--- src/rtl/board_lcd_writer_pkg.sv ---
// Shared constants and types for the board LCD writer: HD44780 commands,
// glyphs, controller state codes and the writer's FSM encodings.
package board_lcd_writer_pkg;

    localparam int unsigned CNT_W = 32;

    localparam logic [7:0] LCD_FUNC_SET = 8'h38;
    localparam logic [7:0] LCD_DISP_ON  = 8'h0C;
    localparam logic [7:0] LCD_ENTRY    = 8'h06;
    localparam logic [7:0] LCD_CLEAR    = 8'h01;
    localparam logic [7:0] LCD_LINE1    = 8'h80;
    localparam logic [7:0] LCD_LINE2    = 8'hC0;

    localparam logic [7:0] CH_DOT   = 8'h2E;
    localparam logic [7:0] CH_SPACE = 8'h20;
    localparam logic [7:0] CH_QMARK = 8'h3F;

    typedef enum logic [2:0] {
        CS_IDLE       = 3'd0,
        CS_INIT_1     = 3'd1,
        CS_PEND_INIT  = 3'd2,
        CS_INIT_2     = 3'd3,
        CS_WAIT_PRESS = 3'd4,
        CS_PENDING    = 3'd5,
        CS_CHECK      = 3'd6,
        CS_ENDED      = 3'd7
    } ctrl_state_e;

    typedef enum logic [2:0] {
        ST_POWERUP, ST_INIT, ST_IDLE, ST_ADDR1, ST_LINE1, ST_ADDR2, ST_LINE2, ST_DONE
    } writer_state_e;

    typedef enum logic [2:0] {
        P_IDLE, P_SETUP, P_EHIGH, P_HOLD, P_WAIT
    } bus_phase_e;

    typedef struct packed {
        logic [63:0] board;
        logic [19:0] score;
        logic [2:0]  ctrl;
    } snapshot_t;

    function automatic logic [7:0] init_cmd(input logic [2:0] idx);
        case (idx)
            3'd0, 3'd1: init_cmd = LCD_FUNC_SET;
            3'd2:       init_cmd = LCD_DISP_ON;
            3'd3:       init_cmd = LCD_ENTRY;
            default:    init_cmd = LCD_CLEAR;
        endcase
    endfunction

endpackage

--- src/rtl/board_lcd_writer_lcd_bus_cycle.sv ---
// One HD44780 write cycle: setup, E pulse, hold, then the post-command wait.
module lcd_bus_cycle
    import board_lcd_writer_pkg::*;
#(
    parameter int unsigned E_HIGH_CYCLES     = 50,
    parameter int unsigned CMD_WAIT_CYCLES   = 2500,
    parameter int unsigned CLEAR_WAIT_CYCLES = 100000
) (
    input  logic       clk,
    input  logic       rst,
    input  logic       i_start,
    input  logic       i_rs,
    input  logic [7:0] i_byte,
    input  logic       i_long_wait,
    output logic       o_ready,
    output logic       o_done,
    output logic       o_lcd_rs,
    output logic       o_lcd_e,
    output logic [7:0] o_lcd_data
);

    bus_phase_e       r_phase;
    logic [CNT_W-1:0] r_cnt;
    logic [CNT_W-1:0] r_wait_last;
    logic             r_ready;
    logic             r_done;
    logic             r_rs;
    logic             r_e;
    logic [7:0]       r_data;

    // rs/data are only loaded in P_IDLE, so they are frozen for the whole E pulse
    always_ff @(posedge clk) begin
        if (!rst) begin
            r_phase     <= P_IDLE;
            r_cnt       <= '0;
            r_wait_last <= '0;
            r_ready     <= 1'b1;
            r_done      <= 1'b0;
            r_rs        <= 1'b0;
            r_e         <= 1'b0;
            r_data      <= 8'h00;
        end else begin
            r_done <= 1'b0;
            case (r_phase)
                P_IDLE: begin
                    if (i_start && r_ready) begin
                        r_rs        <= i_rs;
                        r_data      <= i_byte;
                        r_wait_last <= i_long_wait ? CNT_W'(CLEAR_WAIT_CYCLES - 1)
                                                   : CNT_W'(CMD_WAIT_CYCLES - 1);
                        r_ready     <= 1'b0;
                        r_phase     <= P_SETUP;
                    end
                end
                P_SETUP: begin
                    r_e     <= 1'b1;
                    r_cnt   <= '0;
                    r_phase <= P_EHIGH;
                end
                P_EHIGH: begin
                    if (r_cnt == CNT_W'(E_HIGH_CYCLES - 1)) begin
                        r_e     <= 1'b0;
                        r_phase <= P_HOLD;
                    end else begin
                        r_cnt <= r_cnt + CNT_W'(1);
                    end
                end
                P_HOLD: begin
                    r_cnt   <= '0;
                    r_phase <= P_WAIT;
                end
                P_WAIT: begin
                    if (r_cnt == r_wait_last) begin
                        r_done  <= 1'b1;
                        r_ready <= 1'b1;
                        r_phase <= P_IDLE;
                    end else begin
                        r_cnt <= r_cnt + CNT_W'(1);
                    end
                end
                default: r_phase <= P_IDLE;
            endcase
        end
    end

    assign o_ready    = r_ready;
    assign o_done     = r_done;
    assign o_lcd_rs   = r_rs;
    assign o_lcd_e    = r_e;
    assign o_lcd_data = r_data;

endmodule

--- src/rtl/board_lcd_writer.sv ---
// Renders the 4x4 board, BCD score and controller state on a 16x2 HD44780 LCD,
// redrawing a full frame whenever any displayed input changes.
module board_lcd_writer
    import board_lcd_writer_pkg::*;
#(
    parameter int unsigned POWERUP_CYCLES    = 2000000,
    parameter int unsigned E_HIGH_CYCLES     = 50,
    parameter int unsigned CMD_WAIT_CYCLES   = 2500,
    parameter int unsigned CLEAR_WAIT_CYCLES = 100000
) (
    input  logic        clk,
    input  logic        rst,
    input  logic [63:0] total_current_state,
    input  logic [19:0] score,
    input  logic [2:0]  state,
    output logic        lcd_rs,
    output logic        lcd_rw,
    output logic        lcd_e,
    output logic [7:0]  lcd_data,
    output logic        init_done,
    output logic        frame_done
);

    function automatic logic [7:0] tile_char(input logic [3:0] n);
        if (n == 4'd0)       tile_char = CH_DOT;
        else if (n <= 4'd9)  tile_char = 8'h30 + {4'h0, n};
        else                 tile_char = 8'h41 + {4'h0, n - 4'd10};
    endfunction

    function automatic logic [7:0] digit_char(input logic [3:0] d);
        digit_char = (d <= 4'd9) ? (8'h30 + {4'h0, d}) : CH_QMARK;
    endfunction

    function automatic logic [31:0] status_word(input logic [2:0] st);
        case (st)
            CS_WAIT_PRESS:         status_word = "PLAY";
            CS_PENDING, CS_CHECK:  status_word = "MOVE";
            CS_ENDED:              status_word = "OVER";
            default:               status_word = "INIT";
        endcase
    endfunction

    function automatic logic [7:0] line2_char(input logic [3:0] col, input logic [19:0] sc,
                                              input logic [2:0] st);
        logic [31:0] word;
        word = status_word(st);
        case (col)
            4'd0:    line2_char = 8'h53;
            4'd1:    line2_char = 8'h43;
            4'd2:    line2_char = 8'h3A;
            4'd3:    line2_char = digit_char(sc[19:16]);
            4'd4:    line2_char = digit_char(sc[15:12]);
            4'd5:    line2_char = digit_char(sc[11:8]);
            4'd6:    line2_char = digit_char(sc[7:4]);
            4'd7:    line2_char = digit_char(sc[3:0]);
            4'd12:   line2_char = word[31:24];
            4'd13:   line2_char = word[23:16];
            4'd14:   line2_char = word[15:8];
            4'd15:   line2_char = word[7:0];
            default: line2_char = CH_SPACE;
        endcase
    endfunction

    writer_state_e    r_state;
    logic [CNT_W-1:0] r_cnt;
    logic [2:0]       r_init_idx;
    logic [3:0]       r_col;
    logic             r_start;
    logic             r_busy;
    logic             r_have_snap;
    snapshot_t        r_snap;
    logic             r_init_done;
    logic             r_frame_done;

    snapshot_t        w_live;
    logic             w_ready;
    logic             w_done;
    logic             w_rs;
    logic [7:0]       w_byte;
    logic             w_long_wait;

    assign w_live = '{board: total_current_state, score: score, ctrl: state};

    // Byte for the current step, rendered from the snapshot only
    always_comb begin
        w_rs   = 1'b0;
        w_byte = 8'h00;
        case (r_state)
            ST_INIT:  w_byte = init_cmd(r_init_idx);
            ST_ADDR1: w_byte = LCD_LINE1;
            ST_LINE1: begin
                w_rs   = 1'b1;
                w_byte = tile_char(r_snap.board[{4'd15 - r_col, 2'b00} +: 4]);
            end
            ST_ADDR2: w_byte = LCD_LINE2;
            ST_LINE2: begin
                w_rs   = 1'b1;
                w_byte = line2_char(r_col, r_snap.score, r_snap.ctrl);
            end
            default: ;
        endcase
    end

    assign w_long_wait = !w_rs && (w_byte == LCD_CLEAR);

    always_ff @(posedge clk) begin
        if (!rst) begin
            r_state      <= ST_POWERUP;
            r_cnt        <= '0;
            r_init_idx   <= 3'd0;
            r_col        <= 4'd0;
            r_start      <= 1'b0;
            r_busy       <= 1'b0;
            r_have_snap  <= 1'b0;
            r_snap       <= '0;
            r_init_done  <= 1'b0;
            r_frame_done <= 1'b0;
        end else begin
            r_start      <= 1'b0;
            r_frame_done <= 1'b0;
            case (r_state)
                ST_POWERUP: begin
                    if (r_cnt == CNT_W'(POWERUP_CYCLES - 1)) begin
                        r_cnt   <= '0;
                        r_state <= ST_INIT;
                    end else begin
                        r_cnt <= r_cnt + CNT_W'(1);
                    end
                end
                ST_IDLE: begin
                    if (!r_have_snap || (w_live != r_snap)) begin
                        r_snap      <= w_live;
                        r_have_snap <= 1'b1;
                        r_state     <= ST_ADDR1;
                    end
                end
                ST_DONE: begin
                    r_frame_done <= 1'b1;
                    r_state      <= ST_IDLE;
                end
                default: begin
                    // Issue one byte, then advance when the bus cycle reports done
                    if (!r_busy && w_ready) begin
                        r_start <= 1'b1;
                        r_busy  <= 1'b1;
                    end else if (r_busy && w_done) begin
                        r_busy <= 1'b0;
                        case (r_state)
                            ST_INIT: begin
                                if (r_init_idx == 3'd4) begin
                                    r_init_idx  <= 3'd0;
                                    r_init_done <= 1'b1;
                                    r_state     <= ST_IDLE;
                                end else begin
                                    r_init_idx <= r_init_idx + 3'd1;
                                end
                            end
                            ST_ADDR1: r_state <= ST_LINE1;
                            ST_ADDR2: r_state <= ST_LINE2;
                            ST_LINE1: begin
                                r_col <= r_col + 4'd1;
                                if (r_col == 4'd15) r_state <= ST_ADDR2;
                            end
                            ST_LINE2: begin
                                r_col <= r_col + 4'd1;
                                if (r_col == 4'd15) r_state <= ST_DONE;
                            end
                            default: r_state <= ST_IDLE;
                        endcase
                    end
                end
            endcase
        end
    end

    lcd_bus_cycle #(
        .E_HIGH_CYCLES     (E_HIGH_CYCLES),
        .CMD_WAIT_CYCLES   (CMD_WAIT_CYCLES),
        .CLEAR_WAIT_CYCLES (CLEAR_WAIT_CYCLES)
    ) u_bus (
        .clk         (clk),
        .rst         (rst),
        .i_start     (r_start),
        .i_rs        (w_rs),
        .i_byte      (w_byte),
        .i_long_wait (w_long_wait),
        .o_ready     (w_ready),
        .o_done      (w_done),
        .o_lcd_rs    (lcd_rs),
        .o_lcd_e     (lcd_e),
        .o_lcd_data  (lcd_data)
    );

    assign lcd_rw     = 1'b0;
    assign init_done  = r_init_done;
    assign frame_done = r_frame_done;

endmodule

--- config.mk ---
export PLATFORM = sky130hd
export DESIGN_NAME = board_lcd_writer
export DESIGN_NICKNAME = d
export VERILOG_FILES = /design/src/rtl/board_lcd_writer_pkg.sv /design/src/rtl/board_lcd_writer_lcd_bus_cycle.sv /design/src/rtl/board_lcd_writer.sv
export SDC_FILE = /design/constraint.sdc
export NUM_CORES = 1
export LEC_CHECK = 0
export ABC_CLOCK_PERIOD_IN_PS = 3600
export CAP_MARGIN = 20
export CORE_MARGIN = 2
export CORE_UTILIZATION = 58
export DETAILED_ROUTE_END_ITERATION = 10
export GPL_TIMING_DRIVEN = 1
export PLACE_DENSITY = 0.89
export SLEW_MARGIN = 20
export SYNTH_ARGS = -nofsm -noshare
export SYNTH_HDL_FRONTEND = slang
export SYNTH_HIERARCHICAL = 1
export SYNTH_SLANG_ARGS = --single-unit
export TNS_END_PERCENT = 50
--- constraint.sdc ---
create_clock -name clk -period 3.6 [get_ports clk]
set_clock_uncertainty 0.05 [all_clocks]
set_input_delay 0.9 -clock clk [delete_from_list [all_inputs] [get_ports clk]]
set_output_delay 0.9 -clock clk [all_outputs]
set_load 0.02 [all_outputs]
After elaboration in Yosys (flattened, before gate mapping)
Index checks and enable logic that the tools add are counted.

word-level totals
  register bits = 213
  input port bits = 89
  output and inout port bits = 13

operators by class
  add/sub/neg operators = 13
  magnitude comparators = 6
  eq/ne operators = 46
  shift operators = 1
  muxes and demuxes = 41
  bitwise gates (word level) = 3
  reduce and logical (&&, ||, !) cells = 36

operators with widths
  cell                     number
  $mux W32                 3
  $pmux W32 S3             1
  $pmux W8 S12             1
  $ne A87 B87 Y1           1
  $pmux W29 S3             1
  $add A32 B1 Y32 const B  2
  $shiftx A64 B7 Y4        1
  $add A6 B4 Y7 const A    6
  $pmux W8 S5              1
  $mux W7                  5
  $mux W3                  11
  $eq A32 B21 Y1 const B   1
  $eq A32 B32 Y1           1
  $eq A32 B6 Y1 const B    1
  $eq A3 B3 Y1 const B     10
  $pmux W3 S5              2
  $le A4 B4 Y1 const B     6
  $eq A3 B2 Y1 const B     6
  $pmux W6 S3              1
  $mux W17                 1
  $eq A4 B3 Y1 const B     4
  $eq A4 B4 Y1 const B     4
  $mux W8                  2
  $ne A5 B5 Y1 const B     2
  other kinds (33)         72

Depth between registers and ports, before layout
Gate-level depths: netlist of run 1.

  depth after elaboration = 10
  gate-level depth with buffers = 14
  gate-level depth less buffers = 12

By module
The synthesis of run 1 kept the hierarchy.

modules (own cells, without submodules)
  module            instances  cells each  area an instance (um^2)  seq. area each (um^2)
  board_lcd_writer  1          990         8,094.0                  2,682.6
  lcd_bus_cycle     1          358         2,877.8                  1,001.0

Worst setup path before layout of run 1
Ideal clock, no wire load.

  path type = register to register
  start point = register r_col[1]
  end point = register u_bus.r_data[2], in the netlist u_bus/o_lcd_data[2]
  setup time = 0.070 ns
  arrival time = 2.975 ns
  required time = 3.480 ns
  setup slack = 0.505 ns
  cell stages (with the launch flop) = 14
  cells stage by stage = dfxtp_1 -> buf_2 -> buf_2 -> mux4_2 -> nand2_1 -> nand2_1 -> o21ai_0 -> ha_1 -> or4_1 -> o21ai_0 -> o21ai_0 -> nand2_1 -> nand2_1 -> a21oi_1

between the ends
  cells in the longest elaborated chain, start to end = 7

RTL lines
  element                 line                                  source
  start, declared         board_lcd_writer.sv:67                logic [3:0] r_col;
  start signal, assigned  board_lcd_writer.sv:161               r_col <= r_col + 4'd1;
  start signal, assigned  board_lcd_writer.sv:165               r_col <= r_col + 4'd1;
  $sub A4 B4 Y4           board_lcd_writer.sv:93                w_byte = tile_char(r_snap.board[{4'd15 - r_col, 2'b00} +: 4]);
  $shiftx A64 B7 Y4       board_lcd_writer.sv:93
  $sub A4 B4 Y4           board_lcd_writer.sv:27                else tile_char = 8'h41 + {4'h0, n - 4'd10};
  $add A7 B4 Y8           board_lcd_writer.sv:27
  $mux W8                 board_lcd_writer.sv:26                else if (n <= 4'd9) tile_char = 8'h30 + {4'h0, n};
  $mux W8                 board_lcd_writer.sv:25                if (n == 4'd0) tile_char = CH_DOT;
  $pmux W8 S5 (*)         board_lcd_writer.sv:88                case (r_state)
  via w_byte[2]           board_lcd_writer.sv:79                logic [7:0] w_byte;
  end signal, assigned    board_lcd_writer_lcd_bus_cycle.sv:48  r_data <= i_byte;
  end, declared           board_lcd_writer_lcd_bus_cycle.sv:29  logic [7:0] r_data;

Mark *: on every way through the listed nets, which the timed path passes. The rest lies on a longest branch.
A chain may end at the register's enable or synchronous reset.

Worst setup path after layout of run 1
  start point = register r_col[3]
  end point = register u_bus.r_data[2], in the netlist u_bus/o_lcd_data[2]

The elaborated chain is that of the path after synthesis.

==> impl_metrics.tcl, run 1 <==
set metrics [dict create \
    synthSimpleGateAreaFrac_pct 25.3 \
    endpoint_kind "flop" \
    async_reset_ff_share_pct 0 \
    fin_tns_setup_ps 0 \
    p_int_w 0.00317 \
    setup_violations 0 \
    port_buffers 100 \
    critical_path.cell_chain "buf_4 -> mux4_2 -> mux2_2 -> o21ai_2 -> ha_1 -> or4_1 -> o21ai_0 -> o21ai_0 -> nand2_1 -> nand2_1 -> a21oi_1" \
    wl_per_cell_um 18.4 \
    holdBufCountCts 0 \
    synth_compound_area_share_pct 14.4 \
    ys_seq_area_share_pct 33.6 \
    cp.required_ps 3920 \
    yosysTopAreaCellShare_pct 33.6 \
    cts_tree "built" \
    cts_resized 0 \
    cts_root_buf "clkbuf_16" \
    tightest_slew_ps 808 \
    grt_max_degree 89 \
    cts_setup_buffers 0 \
    dp.cells 1621 \
    yosysTopAreaCell "dfxtp_1" \
    drv_slew 0 \
    wl_mm 30.5 \
    cts_inserted_buffers 17 \
    finalWorstSetupSlack_ps 278 \
    finalHoldViolations 0 \
    cts_max_path_buffers 2 \
    p_comb_share_pct 7.4 \
    cp.arrival_ps 3640 \
    die_w_um 142 \
    p_sw_share_pct 24.6 \
    max_cap_violations 0 \
    die-area_um2 20000 \
    yosysWarnings 6 \
    criticalPathCategory "flop to flop" \
    design_area_um2 12600 \
    vdd_ir_drop_max_uv 339 \
    ant_nets 0 \
    synth_edf_count 0 \
    core_area_um2 18600 \
    syn_inst 1348 \
    p_clk_share_pct 43.7 \
    synth-adder-area-share_pct 1.82 \
    sequentialPowerShare_pct 48.9 \
    ys_top_cells_by_area "dfxtp_1 (34%), nand2_1 (9.0%), mux2i_1 (8.5%)" \
    htreeDepth 4 \
    antenna_found_initial 0 \
    synth_top_family_by_area "simple AND/OR/NAND/NOR gates" \
    gp_congestion 0.976 \
    ioPinCount 102 \
    finalNonFillerCells 1653 \
    via_per_inst 6.34 \
    post-dp-hpwl_mm 22.3 \
    fin_crit_ps 3320 \
    vias 10500 \
    p_leak_nw 4.32 \
    grt.total_usage_pct 30.5 \
    start_util_pct 58.9 \
    cp-start-kind "flop" \
    netlist_area_um2 11000 \
    synthDistinctLibCells 78 \
    p_sw_w 0.00103 \
    core.rowCount 50 \
    hp-class "flop to flop" \
    drt-initial-drc-count 1157 \
    clk_latency_ps 440 \
    synthesis.nets 1453 \
    final_layout_size_suffix_gt1_share_pct 7.12 \
    clock_sinks 184 \
    place_ws_ps 52.2 \
    nets 1511 \
    die_h_um 142 \
    num-fill-cells 1402 \
    syn_area_per_cell_um2 8.14 \
    p_per_area_nw_per_um2 332 \
    grt_setup_unrepaired "false" \
    syn_to_final_growth_pct 15.2 \
    drc 0 \
    status "complete, no violations" \
    synth-seq-cells 184 \
    grt_first_pass_wirelength_mm 48.7 \
    synthMuxAreaShare_pct 12.0 \
    synth-main-ff-cell "dfxtp_1" \
    grt_overflow 0 \
    crit_path_max_incr_delay_ps 600 \
    crit_fanout 19 \
    slew_headroom_pct 45.7 \
    min_period_over_period_pct 92.3 \
    synth_xor_area_share_pct 7.42 \
    path_clk_slew_ps 70 \
    first_global_vias 9625 \
    placed_cell_area_um2 12100 \
    drtPass1Iterations 6 \
    max_freq_mhz 301 \
    diodes 0 \
    crit_slowest_cell "dfxtp_1" \
]
-- area by class of cell --
type	instances	area, µm²	share of cell area (%)
Inverter	54	203	1.60
Clock buffer	19	443	3.50
Sequential cell	184	3680	29.1
Clock inverter	13	118	0.930
Multi-Input combinational cell	1027	6700	53.0
Timing Repair Buffer	122	1200	9.53
Tap cell	234	293	2.32
-- logic make-up after synthesis --
logic type,count (synthesis)
mux,111
xor+xnor,93
fa+ha+maj,16
simple gates,576
flops,184
buf+inv,137
compound gates,230
other cells,1
-- state kept, by name, indices dropped and copies added, names as in the netlist, 3 cells and up --
register	cells
r_cnt	32
u_bus/o_lcd_data	8
u_bus/r_wait_last	3
u_bus/r_phase	3
r_snap	87
u_bus/r_cnt	32
r_state	3
r_init_idx	3
r_col	4
-- path summary, 6_finish.rpt --
| kind | slack, ps | from | depth (start not counted) | to |
|---|---|---|---|---|
| worst max-delay path | 280 | r_col[3] | 11 | u_bus/o_lcd_data[2] |
| worst min-delay path | 400 | u_bus/o_lcd_data[7] | 2 | u_bus/o_lcd_data[7] |
| worst max register to register | 280 | r_col[3] | 11 | u_bus/o_lcd_data[2] |
| worst min register to register | 400 | u_bus/o_lcd_data[7] | 2 | u_bus/o_lcd_data[7] |
-- critical path, delay by kind of cell, from the launching register on --
family | cells | cell delay (ps)
DFF | 1 | 600
buffers and inverters | 1 | 330
adders and majority gates | 1 | 340
AOI/OAI and AO/OA | 4 | 600
and+or+nand+nor | 3 | 640
muxes | 2 | 680
-- cells in the mapped netlist (all sizes together) (13+ instances only) --
cell    number
nand3       38
nor2        90
dfxtp      184
xor2        51
a21oi       64
xnor2       42
o22ai       19
o21ai       47
and3        13
mux4        16
nor4        30
nor3        29
mux2i       93
clkbuf      50
inv         54
buf         33
and2        17
ha          16
nand4       31
nand2      263
-- power by group through the flow --
stage	Clock [W]	Sequential [W]	Combinational [W]
3_5_place_dp	0	0.00210	0.000305
5_1_grt	0.00193	0.00205	0.000334
4_1_cts	0.00184	0.00205	0.000307
6_report	0.00183	0.00205	0.000312
2_1_floorplan	0	0.00210	0.000138
3_3_place_gp	0	0.00210	0.000300
-- metrics by stage --
step	utilization (%)	hold slack [ps]	total power (W)
2_1_floorplan	-	387	0.00224
3_3_place_gp	64.8	391	0.00240
3_5_place_dp	64.8	396	0.00240
4_1_cts	67.8	406	0.00420
5_1_grt	67.8	436	0.00432
6_report	67.8	403	0.00420
-- routing by layer --
| metal | up-vias | track usage (%) | routed length, µm | part of all wire, % |
|---|---|---|---|---|
| li1 | 4887 | - | - | - |
| met3 | 120 | 5.47 | 2130 | 7.0 |
| met5 | - | 0 | 0 | 0 |
| met1 | 4935 | 38.4 | 12200 | 40 |
| met2 | 543 | 49.9 | 14400 | 47 |
| met4 | 0 | 16.3 | 1740 | 5.7 |
-- placed cells by master (no fill, tap or decap), drive strengths merged, types with 5 or more instances in the layout --
cell type / count
and2: 17
nand3: 38
a22oi: 6
or4: 9
nand3b: 6
nor3: 29
buf: 23
nor4: 30
o2111ai: 7
mux4: 16
xnor2: 42
dfxtp: 184
and3: 13
nor2: 90
nand2b: 12
inv: 59
o22ai: 19
o21ai: 47
a31oi: 6
mux2i: 93
ha: 16
clkdlybuf4s50: 99
or3: 11
clkinv: 5
o21a: 8
nor4b: 6
a21oi: 64
nand4: 31
o211ai: 12
xor2: 51
clkbuf: 19
a2111oi: 5
o41ai: 10
nand2: 263
No activity file was read; power rests on OpenSTA's default activity.
==> run 2: changes to the inputs <==
- CORE_UTILIZATION: 58 -> 50
- PLACE_DENSITY: 0.89 -> 0.8
==> run 2 against run 1 <==
Effect of this change: largest power group unchanged; clock power barely moved; register-to-register slack got worse by 20 ps; sequential share of layout area fell by 0.083 points; worst hold slack improved by 2.5 ps; routed wire length rose by 0.36%.
==> impl_metrics.tcl, run 2 (synthesis results as in run 1) <==
set metrics [dict create \
    die-area_um2 23100 \
    antenna_found_initial 0 \
    p_leak_nw 4.31 \
    core_area_um2 21700 \
    finalHoldViolations 0 \
    vdd_ir_drop_max_uv 307 \
    min_period_over_period_pct 92.9 \
    fin_crit_ps 3340 \
    num-fill-cells 1910 \
    status "complete, no violations" \
    mostFrequentLayoutCell "nand2_1" \
    cp.arrival_ps 3660 \
    htreeDepth 4 \
    ant_nets 0 \
    largest_reg_flops 87 \
    cp-start-kind "flop" \
    cts_inserted_buffers 17 \
    first_global_vias 9473 \
    max_freq_mhz 299 \
    p_per_area_nw_per_um2 330 \
    dp.cells 1665 \
    multi_input_area_um2 6700 \
    final_cell_mix "nand2_1 (262), dfxtp_1 (184), clkdlybuf4s50_1 (99)" \
    crit_path_max_incr_delay_ps 580 \
    criticalPathCategory "flop to flop" \
    ioPinCount 102 \
    nets 1509 \
    grt_overflow 0 \
    path_clk_slew_ps 70 \
    wl_mm 30.6 \
    fin_tns_setup_ps 0 \
    grt_first_pass_wirelength_mm 48.6 \
    drv_slew 0 \
    tightest_slew_ps 927 \
    start_util_pct 50.6 \
    die_w_um 152 \
    slew_headroom_pct 37.7 \
    drt-initial-drc-count 988 \
    cts_resized 0 \
    endpoint_kind "flop" \
    design_area_um2 12700 \
    cts_setup_buffers 0 \
    drtPass1Iterations 5 \
    vias 10100 \
    die_h_um 152 \
    grt.total_usage_pct 25.8 \
    grt_max_degree 66 \
    hp-class "flop to flop" \
    finalNonFillerCells 1697 \
    holdWs_ps 405 \
    clk_latency_ps 440 \
    post-dp-hpwl_mm 22.6 \
    via_per_inst 5.94 \
    cts_max_path_buffers 2 \
    gp_congestion 0.999 \
    core.rowCount 54 \
    syn_to_final_growth_pct 15.6 \
    holdBufCountCts 0 \
    placed_cell_area_um2 12100 \
    regMostFlops "r_snap" \
    largestRegisters "r_snap (87), r_cnt (32), u_bus/r_cnt (32)" \
    crit_fanout 19 \
    max_cap_violations 0 \
    drc 0 \
    crit_slowest_cell "dfxtp_1" \
    critical_path.cell_chain "buf_4 -> mux4_2 -> mux2_2 -> o21ai_2 -> ha_1 -> or4_1 -> o21ai_0 -> o21ai_0 -> nand2_1 -> nand2_1 -> a21oi_1" \
    setup_violations 0 \
    cp.required_ps 3920 \
    register_area_um2 3680 \
    port_buffers 100 \
    cts_root_buf "clkbuf_16" \
    wl_per_cell_um 18.0 \
    final_layout_size_suffix_gt1_share_pct 7.13 \
    fin_util_pct 58.5 \
    clock_sinks 184 \
    diodes 0 \
    cts_tree "built" \
]
-- run 2: cell types whose count changed in the layout (fill, tap and decap cells not counted), sizes merged --
cell      delta
buf          -2
bufinv       -1
inv          +1
clkinvlp     +1
clkinv       -1
-- run 2: cell type report --
cell class | count | share of cell area [%]
Clock buffer | 19 | 3.57
Sequential cell | 184 | 29.0
Clock inverter | 13 | 0.868
Timing Repair Buffer | 120 | 9.28
Inverter | 54 | 1.60
Tap cell | 280 | 2.76
Multi-Input combinational cell | 1027 | 52.9
-- run 2: path summary, 6_finish.rpt --
check        slack [ps]                 from  cells past startpoint             endpoint
max                 260             r_col[3]                     11  u_bus/o_lcd_data[2]
min                 410  u_bus/o_lcd_data[2]                      2  u_bus/o_lcd_data[2]
max reg2reg         260             r_col[3]                     11  u_bus/o_lcd_data[2]
min reg2reg         410  u_bus/o_lcd_data[2]                      2  u_bus/o_lcd_data[2]
-- run 2: through the flow --
stage	setup WS [ps]	power (W)
floorplan	505	0.00224
global placement	147	0.00240
detailed placement	34.9	0.00241
CTS	280	0.00420
global route	-5.50	0.00431
finish	257	0.00419
-- run 2: critical path, delay by kind of cell (launching register included) --
family | cells | cell delay, ps
multiplexers | 2 | 700
AND/OR/NAND/NOR | 3 | 640
AO/OA/AOI/OAI | 4 | 620
flip-flops | 1 | 580
buffers and inverters | 1 | 340
adder cells (fa/ha/maj) | 1 | 340
-- run 2: layer usage --
metal,global-route usage (%),up-vias,wire length (µm)
li1,-,4878,-
met2,42.0,391,14300
met4,13.4,0,1600
met5,0,-,0
met1,33.1,4728,12800
met3,4.24,87,1860
-- run 2: where the power goes --
group	switching, W	internal, W
Clock	0.000879	0.000942
Combinational	0.000170	0.000144
Sequential	0.0000107	0.00204
